==> config.mk <==
export PLATFORM = sky130hd
export DESIGN_NAME = ahb_decode_ctrl_flat
export DESIGN_NICKNAME = d
export VERILOG_FILES = /design/src/rtl/ahb_pkg.sv /design/src/rtl/ahb_decode_ctrl_if.sv /design/src/rtl/ahb_default_slave.sv /design/src/rtl/ahb_decode_ctrl.sv /design/src/flat_wrapper.sv
export SDC_FILE = /design/constraint.sdc
export NUM_CORES = 1
export LEC_CHECK = 0
export BUFFER_PORTS_ARGS = -buffer_cell sky130_fd_sc_hd__buf_2
export CAP_MARGIN = 20
export CORE_MARGIN = 2
export CORE_UTILIZATION = 36
export DETAILED_ROUTE_END_ITERATION = 8
export PLACE_DENSITY = 0.77
export SLEW_MARGIN = 30
export SYNTH_ARGS = -nofsm -noshare
export SYNTH_HDL_FRONTEND = slang
export SYNTH_HIERARCHICAL = 1
export SYNTH_SLANG_ARGS = --single-unit
==> constraint.sdc <==
create_clock -name hclk -period 1.8 [get_ports hclk]
set_clock_uncertainty 0.05 [all_clocks]
set_input_delay 0.36 -clock hclk [delete_from_list [all_inputs] [get_ports hclk]]
set_output_delay 0.36 -clock hclk [all_outputs]
set_load 0.05 [all_outputs]
==> src/rtl/ahb_pkg.sv <==
// Shared AHB-Lite definitions for the 4-slave decode/default-slave subsystem.
package ahb_pkg;

  typedef enum logic [1:0] {
    HTRANS_IDLE   = 2'b00,
    HTRANS_BUSY   = 2'b01,
    HTRANS_NONSEQ = 2'b10,
    HTRANS_SEQ    = 2'b11
  } htrans_e;

  typedef enum logic {
    HRESP_OKAY  = 1'b0,
    HRESP_ERROR = 1'b1
  } hresp_e;

  localparam int unsigned REGION_W    = 4;
  localparam int unsigned NUM_SLAVES  = 4;
  localparam int unsigned SLV_IDX_W   = 2;
  localparam int unsigned REGION_SLV0 = 0;
  localparam int unsigned REGION_LAST = 3;

  typedef enum logic [1:0] {
    DS_IDLE = 2'd0,
    DS_ERR1 = 2'd1,
    DS_ERR2 = 2'd2
  } ds_state_e;

  // One-hot select for a mapped slave index.
  function automatic logic [NUM_SLAVES-1:0] onehot_sel(input logic [SLV_IDX_W-1:0] idx);
    return NUM_SLAVES'(1) << idx;
  endfunction

endpackage

==> src/rtl/ahb_decode_ctrl_if.sv <==
// Bus-side signal bundle between the AHB master/mux fabric and the decode controller.
interface ahb_decode_ctrl_if
  import ahb_pkg::*;
#(
  parameter int unsigned ADDR_W   = 32,
  parameter int unsigned ERRCNT_W = 8
);

  logic [ADDR_W-1:0]     haddr;
  logic [1:0]            htrans;
  logic                  mux_hreadyout;
  logic                  mux_hresp;
  logic [NUM_SLAVES-1:0] hsel;
  logic [SLV_IDX_W-1:0]  mux_sel;
  logic                  hready;
  logic                  hresp;
  logic [ERRCNT_W-1:0]   err_count;

  modport master (
    output haddr, htrans, mux_hreadyout, mux_hresp,
    input  hsel, mux_sel, hready, hresp, err_count
  );

  modport slave (
    input  haddr, htrans, mux_hreadyout, mux_hresp,
    output hsel, mux_sel, hready, hresp, err_count
  );

endinterface

==> src/rtl/ahb_default_slave.sv <==
// Internal default slave: two-cycle ERROR sequencer plus saturating error counter.
module ahb_default_slave
  import ahb_pkg::*;
#(
  parameter int unsigned ERRCNT_W = 8
) (
  input  logic                hclk,
  input  logic                hreset,
  input  logic                start,
  output logic                busy_err1,
  output logic                err2,
  output logic [ERRCNT_W-1:0] err_count
);

  ds_state_e           r_state;
  ds_state_e           w_state_next;
  logic                w_enter_err1;
  logic [ERRCNT_W-1:0] r_err_count;

  always_ff @(posedge hclk or posedge hreset) begin
    if (hreset) r_state <= DS_IDLE;
    else        r_state <= w_state_next;
  end

  // ERR2 overlaps the next address phase, so a new unmapped access re-enters ERR1 directly.
  always_comb begin
    w_state_next = r_state;
    case (r_state)
      DS_IDLE: if (start) w_state_next = DS_ERR1;
      DS_ERR1: w_state_next = DS_ERR2;
      DS_ERR2: w_state_next = start ? DS_ERR1 : DS_IDLE;
      default: w_state_next = DS_IDLE;
    endcase
  end

  assign w_enter_err1 = (w_state_next == DS_ERR1) && (r_state != DS_ERR1);

  always_ff @(posedge hclk or posedge hreset) begin
    if (hreset) begin
      r_err_count <= '0;
    end else if (w_enter_err1 && (r_err_count != '1)) begin
      r_err_count <= r_err_count + ERRCNT_W'(1);
    end
  end

  assign busy_err1 = (r_state == DS_ERR1);
  assign err2      = (r_state == DS_ERR2);
  assign err_count = r_err_count;

endmodule

==> src/rtl/ahb_decode_ctrl.sv <==
// AHB-Lite address decoder, data-phase sequencer and HREADY/HRESP merge for 4 slaves.
module ahb_decode_ctrl
  import ahb_pkg::*;
#(
  parameter int unsigned ADDR_W   = 32,
  parameter int unsigned REGION_W = ahb_pkg::REGION_W,
  parameter int unsigned ERRCNT_W = 8
) (
  input  logic              hclk,
  input  logic              hreset,
  ahb_decode_ctrl_if.slave  bus
);

  logic [REGION_W-1:0]  w_region;
  logic                 w_mapped;
  logic                 w_active;
  logic                 w_accept;
  logic                 w_start;
  logic [SLV_IDX_W-1:0] r_mux_sel;
  logic                 r_dp_map;
  logic                 r_dp_def;
  logic                 w_busy_err1;
  logic                 w_err2;
  logic [ERRCNT_W-1:0]  w_err_count;

  assign w_region = bus.haddr[ADDR_W-1 -: REGION_W];
  assign w_mapped = (w_region >= REGION_W'(REGION_SLV0)) && (w_region <= REGION_W'(REGION_LAST));
  assign w_active = bus.htrans[1];
  assign w_accept = bus.hready;
  assign w_start  = w_accept & w_active & ~w_mapped;

  always_comb begin
    bus.hsel = '0;
    if (w_mapped) bus.hsel = onehot_sel(w_region[SLV_IDX_W-1:0]);
  end

  // Data-phase context; everything holds while the current data phase is stalled.
  always_ff @(posedge hclk or posedge hreset) begin
    if (hreset) begin
      r_mux_sel <= '0;
      r_dp_map  <= 1'b0;
      r_dp_def  <= 1'b0;
    end else if (w_accept) begin
      if (w_mapped) r_mux_sel <= w_region[SLV_IDX_W-1:0];
      r_dp_map <= w_active & w_mapped;
      r_dp_def <= w_start;
    end
  end

  ahb_default_slave #(
    .ERRCNT_W (ERRCNT_W)
  ) u_default_slave (
    .hclk      (hclk),
    .hreset    (hreset),
    .start     (w_start),
    .busy_err1 (w_busy_err1),
    .err2      (w_err2),
    .err_count (w_err_count)
  );

  // Default-slave ERROR phases win over the mux; idle/BUSY data phases get a local zero-wait OKAY.
  always_comb begin
    bus.hready = 1'b1;
    bus.hresp  = HRESP_OKAY;
    if (w_busy_err1) begin
      bus.hready = 1'b0;
      bus.hresp  = HRESP_ERROR;
    end else if (w_err2) begin
      bus.hready = 1'b1;
      bus.hresp  = HRESP_ERROR;
    end else if (r_dp_map && !r_dp_def) begin
      bus.hready = bus.mux_hreadyout;
      bus.hresp  = bus.mux_hresp;
    end
  end

  assign bus.mux_sel   = r_mux_sel;
  assign bus.err_count = w_err_count;

endmodule

==> src/flat_wrapper.sv <==
// flat-port wrapper written by rule: the top's interface ports become plain ports
module ahb_decode_ctrl_flat import ahb_pkg::*;
#(
  parameter int unsigned ADDR_W   = 32,
  parameter int unsigned REGION_W = ahb_pkg::REGION_W,
  parameter int unsigned ERRCNT_W = 8
)
  (hclk, hreset, bus_haddr, bus_htrans, bus_mux_hreadyout, bus_mux_hresp, bus_hsel, bus_mux_sel, bus_hready, bus_hresp, bus_err_count);
  ahb_decode_ctrl_if #(.ADDR_W(ADDR_W), .ERRCNT_W(ERRCNT_W)) bus_i ();
  input  logic hclk;
  input  logic hreset;
  input wire logic [$bits(bus_i.haddr)-1:0] bus_haddr;
  input wire logic [$bits(bus_i.htrans)-1:0] bus_htrans;
  input wire logic [$bits(bus_i.mux_hreadyout)-1:0] bus_mux_hreadyout;
  input wire logic [$bits(bus_i.mux_hresp)-1:0] bus_mux_hresp;
  output wire logic [$bits(bus_i.hsel)-1:0] bus_hsel;
  output wire logic [$bits(bus_i.mux_sel)-1:0] bus_mux_sel;
  output wire logic [$bits(bus_i.hready)-1:0] bus_hready;
  output wire logic [$bits(bus_i.hresp)-1:0] bus_hresp;
  output wire logic [$bits(bus_i.err_count)-1:0] bus_err_count;
  assign bus_i.haddr = bus_haddr;
  assign bus_i.htrans = bus_htrans;
  assign bus_i.mux_hreadyout = bus_mux_hreadyout;
  assign bus_i.mux_hresp = bus_mux_hresp;
  assign bus_hsel = bus_i.hsel;
  assign bus_mux_sel = bus_i.mux_sel;
  assign bus_hready = bus_i.hready;
  assign bus_hresp = bus_i.hresp;
  assign bus_err_count = bus_i.err_count;
  ahb_decode_ctrl #(.ADDR_W(ADDR_W), .REGION_W(REGION_W), .ERRCNT_W(ERRCNT_W)) u_core (.hclk(hclk), .hreset(hreset), .bus(bus_i));
endmodule
; ---- Word-level counts from Yosys, hierarchy flattened
; Index checks and enable logic that the tools add are counted.
[classes]
n_addsub = 1
order_cmp = 2
eq_ne = 5
shift = 1
muxes = 10
n_bitwise = 4
reduce_logical = 7
[ops]
columns = op, count
row1 = 8-bit by 1-bit adder with 8-bit output (second input constant), 1
row2 = 8-bit inequality test (second input constant), 1
row3 = 1-bit two-way mux, 7
row4 = 2-bit case mux with 3 select lines, 1
row5 = 2-bit by 1-bit equality test with 1-bit output (second input constant), 2
row6 = 4-bit by 1-bit >= comparator with 1-bit output (second input constant), 1
row7 = 4-bit by 2-bit less-or-equal comparator with 1-bit output (second input constant), 1
row8 = 1-bit logical AND, 4
row9 = 4-bit two-way mux, 1
row10 = 1-bit by 2-bit left shift with 4-bit output (first input constant), 1
row11 = 1-bit bitwise AND, 3
row12 = 2-bit equality test (second input constant), 1
row13 = 2-bit logical NOT, 1
row14 = 2-bit two-way mux, 1
row15 = 2-bit by 1-bit inequality test with 1-bit output (second input constant), 1
row16 = 2-bit AND reduction, 1
row17 = 1-bit logical NOT, 1
row18 = 1-bit NOT, 1
[word_totals]
register_bits = 14
in_bits = 38
output_inout_bits = 16
word_cells = 35

; ---- Logic depth before layout (Yosys ltp)
; Gate-level depths: netlist of run 1.
[depth]
depth_word = 12
mapped_depth = 8
mapped_depth_nobuf = 8

; ---- By module
; The synthesis of run 1 kept the hierarchy.
[modules_own_cells]
columns = mod, n_inst, cells_each, area_each_um2, seq_area_each_um2
row1 = ahb_default_slave, 1, 45, 505.5, 250.2
row2 = ahb_decode_ctrl, 1, 24, 257.7, 100.1

; ---- Least setup slack after synthesis of run 1
; Ideal clock, no wire load.
[synth_timing]
path_type = register -> register
startpoint = register u_core.u_default_slave.r_state[0]
endpoint = register u_core.u_default_slave.r_err_count[7] (netlist: u_core/u_default_slave/err_count[7])
setup_time_ns = 0.128
arrival_ns = 2.395
t_required_ns = 1.622
setup_slack_ns = -0.773
stages_incl_launch_ff = 8
path_buffers = 0
synth_period_minus_slack_ns = 2.573
cell_sequence = dfrtp_1 nor2b_1 nor4b_4 nor2_1 and3_1 nand2b_4 nor4_2 mux2_1
[synth_between]
elab_chain_cells = 10
word_cells_on_any_way = 14
cone_classes = 4 x eq/ne / 5 x mux / 2 x bitwise / 3 x reduce/logical
[synth_rtl]
columns = item, line_no
row1 = start: declaration, ahb_default_slave.sv:15  ; ds_state_e r_state;
row2 = start signal: assignment, ahb_default_slave.sv:22  ; else r_state <= w_state_next;
row3 = 2-bit equality test *, ahb_default_slave.sv:47  ; assign err2 = (r_state == DS_ERR2);
row4 = named net u_core.w_err2, ahb_decode_ctrl.sv:23  ; logic w_err2;
row5 = 1-bit two-way mux *, ahb_decode_ctrl.sv:68  ; end else if (w_err2) begin
row6 = 1-bit two-way mux *, ahb_decode_ctrl.sv:65  ; if (w_busy_err1) begin
row7 = named net bus_hready, flat_wrapper.sv:18  ; output wire logic [$bits(bus_i.hready)-1:0] bus_hready;
row8 = 1-bit bitwise AND * (2 in series), ahb_decode_ctrl.sv:30  ; assign w_start = w_accept & w_active & ~w_mapped;
row9 = named net u_core.w_start, ahb_decode_ctrl.sv:18  ; logic w_start;
row10 = 1-bit two-way mux or 2-bit two-way mux (tied branches), "ahb_default_slave.sv:31, ahb_default_slave.sv:29"
row11 = 2-bit case mux with 3 select lines *, ahb_default_slave.sv:28  ; case (r_state)
row12 = 2-bit by 1-bit equality test with 1-bit output *, ahb_default_slave.sv:36  ; assign w_enter_err1 = (w_state_next == DS_ERR1) && (r_state != DS_ERR1);
row13 = 1-bit logical AND *, ahb_default_slave.sv:36
row14 = 1-bit logical AND *, ahb_default_slave.sv:41  ; end else if (w_enter_err1 && (r_err_count != '1)) begin
row15 = end signal: assignment, ahb_default_slave.sv:42  ; r_err_count <= r_err_count + ERRCNT_W'(1);
row16 = end: declaration, ahb_default_slave.sv:18  ; logic [ERRCNT_W-1:0] r_err_count;
; Mark *: on every way through the listed nets, which the timed path passes. The rest lies on a longest branch.
; A chain may end at the register's enable or synchronous reset.

; ---- Worst setup path after layout of run 1
[layout_timing]
startpoint = register u_core.u_default_slave.r_state[0]
endpoint = output bus_hresp
[layout_between]
word_cells_on_any_way = 4
cone_classes = 2 x eq/ne / 2 x mux
[layout_lines]
columns = item, line_no
row1 = 2-bit by 1-bit equality test with 1-bit output, ahb_default_slave.sv:46  ; assign busy_err1 = (r_state == DS_ERR1);
row2 = named net u_core.w_busy_err1, ahb_decode_ctrl.sv:22  ; logic w_busy_err1;
row3 = 1-bit two-way mux, ahb_decode_ctrl.sv:65
row4 = end: declaration, flat_wrapper.sv:19  ; output wire logic [$bits(bus_i.hresp)-1:0] bus_hresp;
; The timed path passes the listed nets, and every way through them passes these cells.

==> results of run 1 <==
[cell usage in the layout (no fill, tap or decap), drive strengths merged, types with 3 or more instances in the layout]
| master | Yosys | routed |
|---|---|---|
| nor2b | 3 | 3 |
| nor2 | 6 | 6 |
| mux2 | 6 | 6 |
| dfrtp | 14 | 14 |
| nand2 | 6 | 6 |
| buf | 0 | 33 |
| inv | 5 | 5 |
| clkbuf | 0 | 4 |
| and3 | 3 | 3 |
[worst paths after layout]
path                            depth (start not counted)  slack [ns]                                               to
worst max-delay path                                    4       -0.03                                        bus_hresp
worst min-delay path                                    3        0.28                      u_core/r_dp_map$_DFFE_PP0P_
worst max register to register                          8        0.05  u_core/u_default_slave/err_count[1]$_DFFE_PP0P_
worst min register to register                          1        0.46                u_core/bus.mux_sel[0]$_DFFE_PP0P_
max in group asynchronous                               3        0.87  u_core/u_default_slave/err_count[2]$_DFFE_PP0P_
min in group asynchronous                               3        0.44                u_core/bus.mux_sel[1]$_DFFE_PP0P_
[where the power goes]
group          switching (mW)  internal, mW  leakage (nW)
Clock                   0.106         0.123        0.0210
Combinational           0.494         0.246         0.354
Sequential              0.111         0.401         0.176
[cell type report]
cell class | count | area share [%]
Inverter | 5 | 1.69
Sequential cell | 14 | 31.5
Multi-Input combinational cell | 50 | 40.7
Clock buffer | 4 | 3.26
Tap cell | 27 | 3.03
Timing Repair Buffer | 34 | 19.9
[tightest hold or removal path, cell delays in order]
cell,delay (ns)
sky130_fd_sc_hd__buf_2,0.11
sky130_fd_sc_hd__nand2_1,0.06
sky130_fd_sc_hd__o31ai_1,0.06
[what timing repair did]
item / 4_1_cts / 5_1_grt
endpoints found under the setup margin: 5 / 8
endpoints found under the hold margin: 4 / 0
pin swaps: 3 / 2
gates resized for setup: 10 / 6
hold buffers: 1 / 0
setup buffers: 1 / 1
[kinds of logic (layout without fill, tap and decap cells)]
kind of cell,after synthesis,after routing,synth area share [%]
flip-flops,14,14,45.9
AO/OA/AOI/OAI,10,10,10.7
adder cells (fa/ha/maj),1,1,1.64
XOR/XNOR,2,2,2.30
buffers and inverters,5,43,2.46
AND/OR/NAND/NOR,31,31,27.2
multiplexers,6,6,9.84
[routing by layer]
metal  vias up  global-route usage (%)
met5         -                       0
met4         0                    9.72
met1       311                    17.0
met2        12                    23.7
met3         7                    1.82
li1        323                       -
[registers in the layout (all words and copies together) (netlist names)]
name	count
u_core/r_dp_def	1
u_core/u_default_slave/r_state	2
u_core/r_dp_map	1
u_core/u_default_slave/err_count	8
u_core/bus.mux_sel	2
[stage by stage]
stage	instance area [um2]	cells	util, %
floorplan	783	69	-
global placement	990	127	49.9
detailed placement	990	127	49.9
CTS	1080	133	54.5
global route	1110	134	56.2
finish	1110	134	56.2
==> results.json, run 1 <==
{
  "whs_ns": 0.285,
  "route.antenna.remaining_nets": 0,
  "multiInputGateArea_um2": 453,
  "routed_via_density": 4.87,
  "overall_overflow_remaining_after_global_route": 0,
  "inserted_clock_buffers": 3,
  "portBuffers": 24,
  "max_freq_ghz": 0.546,
  "min_clock_period_post_route_ns": 1.83,
  "yosys_warnings": 6,
  "firstDrtPassIters": 4,
  "clk_path_buf_depth": 2,
  "detailed_place_hpwl_mm": 1.20,
  "ir_drop_v": 0.000786,
  "crit_top_cell": "sky130_fd_sc_hd__buf_6",
  "asyncSetResetFlopFracSynth_pct": 100,
  "dieWidth_um": 50.0,
  "layout_worst_path_cycle_share_pct": 102,
  "cpMaxStageDelayCell": "sky130_fd_sc_hd__dfrtp_1",
  "slew_headroom_pct": 73.5,
  "netlist_instances": 69,
  "finalHoldViolations": 0,
  "synth-edff-count": 0,
  "timing.critical_path.slowest_cell_delay_ns": 0.44,
  "yosys.area.top_type_share_pct": 45.9,
  "area_growth_pct": 45.9,
  "seqCellArea_um2": 350,
  "diodes_inserted": 0,
  "top_layer": "met4",
  "peak_fanout_along_the_critical_path": 3,
  "grt_util_all_layers_pct": 14.3,
  "std_cell_rows": 16,
  "synth_cell_type_count": 31,
  "synth_area_leaders": "sky130_fd_sc_hd__dfrtp_1 (46%), sky130_fd_sc_hd__mux2_1 (5.9%), sky130_fd_sc_hd__mux2_4 (3.9%)",
  "met3WireLength_um": 41,
  "setup_tns_ns": -0.0526,
  "cts_tree": "done",
  "worstHoldPathType": "input port to flip-flop",
  "place_congestion": 0.763,
  "floorplan.die_area_mm2": 0.00250,
  "outcome": "complete, but fails checks",
  "start_util_pct": 38.5,
  "setup_ws_ns": -0.0314,
  "syn-num-nets": 108,
  "worstPathRequired_ns": 1.39,
  "critical_path.cell_chain": "nor2b_4 -> buf_6 -> a311o_1 -> buf_6",
  "synth.largest_area_cell": "sky130_fd_sc_hd__dfrtp_1",
  "met2_wirelength_um": 825,
  "fp.dieH_um": 50.0,
  "ys_seq_elements": 14,
  "mappedNetlistArea_um2": 763,
  "hold_start": "bus_htrans[1]",
  "clock_latency_on_the_worst_skew_pair_ns": 0.28,
  "wirelength_met1_um": 740,
  "rsz_0062_raised_after_global_routing": "yes",
  "synthesis.area_per_instance_um2": 11.1,
  "p_per_cell_area_mw_per_mm2": 1330,
  "core_area_mm2": 0.00198,
  "finalWirelength_mm": 1.66,
  "place_worst_setup_slack_ns": -0.0901,
  "io_pins": 54,
  "setup.worst_path.start_class": "flip-flop",
  "drc_violation_count_after_routing": 0,
  "crit_path_end_kind": "output pin",
  "worstMarginPinSlew_ns": 0.397,
  "final_number_of_setup_violating_endpoints": 2,
  "clockRootBuffer": "sky130_fd_sc_hd__clkbuf_4",
  "clk_slew_on_worst_s_h_paths_ns": 0.09,
  "grt_pass1_vias": 619,
  "ys_seq_area_share_pct": 45.9,
  "ys_top_cells_by_count": "sky130_fd_sc_hd__dfrtp_1 (14), sky130_fd_sc_hd__nand2_1 (6), sky130_fd_sc_hd__nor2_1 (6)",
  "failed_checks": "setup timing",
  "timing.critical_path.arrival_ns": 1.42,
  "grt_antenna_before_repair": 0,
  "yosys.cell_count.top_type": "sky130_fd_sc_hd__dfrtp_1",
  "grt_first_pass_wirelength_mm": 2.66,
  "clkSinkCount": 14,
  "timing.setup.critical_path_class": "flip-flop to output pin",
  "power_leakage_nw": 0.551,
  "n_fill_cell": 160,
  "final-max-slew-violation-count": 0,
  "drt_first_iter_violations": 8,
  "finish.net_count": 147,
  "ys_dominant_reg_cell": "sky130_fd_sc_hd__dfrtp_1",
  "critPathTopFamily": "flip-flops",
  "grt_max_degree": 11,
  "crit-reg2reg-launch": "u_core/u_default_slave/r_state[1]$_DFF_PP0_",
  "post_drt_wl_per_cell_um": 12.4,
  "cp_num_buf_inv": 2,
  "maxCapViolCount": 0,
  "timing.critical_path.from": "u_core/u_default_slave/r_state[0]$_DFF_PP0_",
  "finalPower_mw": 1.48,
  "h_tree_level_count": 1,
  "final_layout_size_suffix_gt1_share_pct": 52.3,
  "num_vias": 653
}
Note: power is estimated with default switching activity, not from simulation.
==> run 2, diff against run 1 <==
--- a/config.mk
+++ b/config.mk
@@ -11,6 +11,7 @@
 export CORE_UTILIZATION = 36
 export DETAILED_ROUTE_END_ITERATION = 8
 export PLACE_DENSITY = 0.77
+export REMOVE_ABC_BUFFERS = 1
 export SLEW_MARGIN = 30
 export SYNTH_ARGS = -nofsm -noshare
 export SYNTH_HDL_FRONTEND = slang
==> run 2 against run 1 <==
Against the previous run: the flow still finishes with violations (setup timing); register-to-register slack lost 0.14 ns; hold slack better by 0.016 ns; largest power group unchanged; utilization up 3.3 points; power is 3.3% higher; highest routed layer unchanged.
==> results.json, run 2 (synthesis results as in run 1) <==
{
  "power_frac_clock_pct": 14.6,
  "maxCapViolCount": 0,
  "failed_checks": "setup timing",
  "outcome": "complete, but fails checks",
  "num_vias": 701,
  "rsz_0062_raised_after_global_routing": "yes",
  "p_comb_share_pct": 51.5,
  "max_freq_ghz": 0.527,
  "io_pins": 54,
  "inserted_clock_buffers": 3,
  "routed_via_density": 5.04,
  "portBuffers": 24,
  "n_fill_cell": 189,
  "finish.net_count": 152,
  "finalWirelength_mm": 1.92,
  "clk_path_buf_depth": 2,
  "grt_pass1_vias": 709,
  "floorplan.die_area_mm2": 0.00250,
  "largest_register_ffs": 8,
  "power_leakage_nw": 0.587,
  "grt_first_pass_wirelength_mm": 3.06,
  "grt_util_all_layers_pct": 16.2,
  "std_cell_rows": 16,
  "slew_headroom_pct": 74.7,
  "setup.worst_path.start_class": "flip-flop",
  "mostFrequentLayoutCell": "sky130_fd_sc_hd__buf_2",
  "grt_max_degree": 11,
  "drc_violation_count_after_routing": 0,
  "timing.setup.critical_path_class": "flip-flop to output pin",
  "final_number_of_setup_violating_endpoints": 8,
  "drt_first_iter_violations": 13,
  "start_util_pct": 38.5,
  "place_worst_setup_slack_ns": -0.148,
  "netSwitchingPower_mw": 0.729,
  "setup_tns_ns": -0.335,
  "clk_slew_on_worst_s_h_paths_ns": 0.08,
  "clock_latency_on_the_worst_skew_pair_ns": 0.28,
  "sw_frac_of_total_pct": 47.7,
  "firstDrtPassIters": 4,
  "setup_ws_ns": -0.0960,
  "dieWidth_um": 50.0,
  "diodes_inserted": 0,
  "final_core_utilization_pct": 59.5,
  "peak_fanout_along_the_critical_path": 2,
  "area_growth_pct": 54.4,
  "crit_path_end_kind": "output pin",
  "core_area_mm2": 0.00198,
  "worstPathRequired_ns": 1.39,
  "p_per_cell_area_mw_per_mm2": 1300,
  "h_tree_level_count": 1,
  "overall_overflow_remaining_after_global_route": 0,
  "mostFrequentLayoutCells": "sky130_fd_sc_hd__buf_2 (22), sky130_fd_sc_hd__dfrtp_1 (14), sky130_fd_sc_hd__buf_6 (8), sky130_fd_sc_hd__buf_4 (8)",
  "route.antenna.remaining_nets": 0,
  "final-max-slew-violation-count": 0,
  "cts_tree": "done",
  "worstHoldPathType": "input port to flip-flop",
  "intPower_mw": 0.800,
  "clockRootBuffer": "sky130_fd_sc_hd__clkbuf_4",
  "ir_drop_v": 0.00137,
  "finalHoldViolations": 0,
  "grt_antenna_before_repair": 0,
  "post_drt_wl_per_cell_um": 13.8,
  "layout_worst_path_cycle_share_pct": 105,
  "place_congestion": 0.811,
  "clkSinkCount": 14,
  "worstMarginPinSlew_ns": 0.378,
  "min_clock_period_post_route_ns": 1.90,
  "fp.dieH_um": 50.0,
  "timing.critical_path.arrival_ns": 1.49,
  "detailed_place_hpwl_mm": 1.34,
  "final_layout_size_suffix_gt1_share_pct": 55.4,
  "seq_power_share_pct": 33.9
}
## run 2: cell count changes in the layout (fill, tap and decap cells not counted), sizes merged
cell / change
buf: +5
## run 2: repair_timing
item / in CTS / in global routing
hold buffers: 1 / 0
setup buffers: 2 / 2
hold endpoints to repair: 4 / 0
resized for setup: 19 / 8
pin swaps: 5 / 3
setup endpoints to repair: 9 / 9
## run 2: layer usage
metal  wire (um)  share of wire, %  track usage [%]  vias to the layer above
met2         987                51             27.9                       26
li1            -                 -                -                      333
met5           0                 0                0                        -
met3         108               5.6             3.64                        4
met4          31               1.6             6.94                        0
met1         794                41             19.2                      338
## run 2: per-stage QoR
stage               power [mW]  instance area (um2)  cells  hold WS [ns]
global placement          1.17                  992    130         0.204
CTS                       1.51                 1130    137         0.294
floorplan                 1.00                  763     69        0.0761
global route              1.62                 1180    139         0.301
detailed placement        1.20                  992    130         0.213
finish                    1.53                 1180    139         0.300
## run 2: final cells by class
cell class | count | area [um2] | area share, %
clock buffers | 4 | 36.3 | 3.08
inverters | 5 | 21.3 | 1.80
multi-input cells | 50 | 467 | 39.6
flip-flops and latches | 14 | 350 | 29.7
well taps | 27 | 33.8 | 2.87
repair buffers | 39 | 270 | 22.9
## run 2: critical path: stages, from the launching register on
cell and delay (ns):
sky130_fd_sc_hd__dfrtp_1 0.41, sky130_fd_sc_hd__buf_6 0.12, sky130_fd_sc_hd__nor2b_4 0.12, sky130_fd_sc_hd__buf_6 0.11, sky130_fd_sc_hd__a311o_1 0.28, sky130_fd_sc_hd__buf_6 0.16
## run 2: path summary, 6_finish.rpt
kind                                                                    to  slack, ns  cells past startpoint                                         from
max                                                              bus_hresp       -0.1                      5  u_core/u_default_slave/r_state[0]$_DFF_PP0_
min in group asynchronous                      u_core/r_dp_def$_DFFE_PP0P_       0.46                      3                                       hreset
min reg2reg                              u_core/bus.mux_sel[0]$_DFFE_PP0P_       0.48                      1            u_core/bus.mux_sel[0]$_DFFE_PP0P_
max in group asynchronous  u_core/u_default_slave/err_count[6]$_DFFE_PP0P_       0.88                      3                                       hreset
min                                            u_core/r_dp_map$_DFFE_PP0P_       0.30                      3                                bus_htrans[1]
max reg2reg                u_core/u_default_slave/err_count[1]$_DFFE_PP0P_      -0.09                     10  u_core/u_default_slave/r_state[0]$_DFF_PP0_
## run 2: power by group through the flow
stage | clock network, mW | logic (mW) | registers (mW)
6_report | 0.223 | 0.787 | 0.519
5_1_grt | 0.253 | 0.830 | 0.536
4_1_cts | 0.233 | 0.757 | 0.518
3_5_place_dp | 0 | 0.678 | 0.521
3_3_place_gp | 0 | 0.665 | 0.509
2_1_floorplan | 0 | 0.233 | 0.767
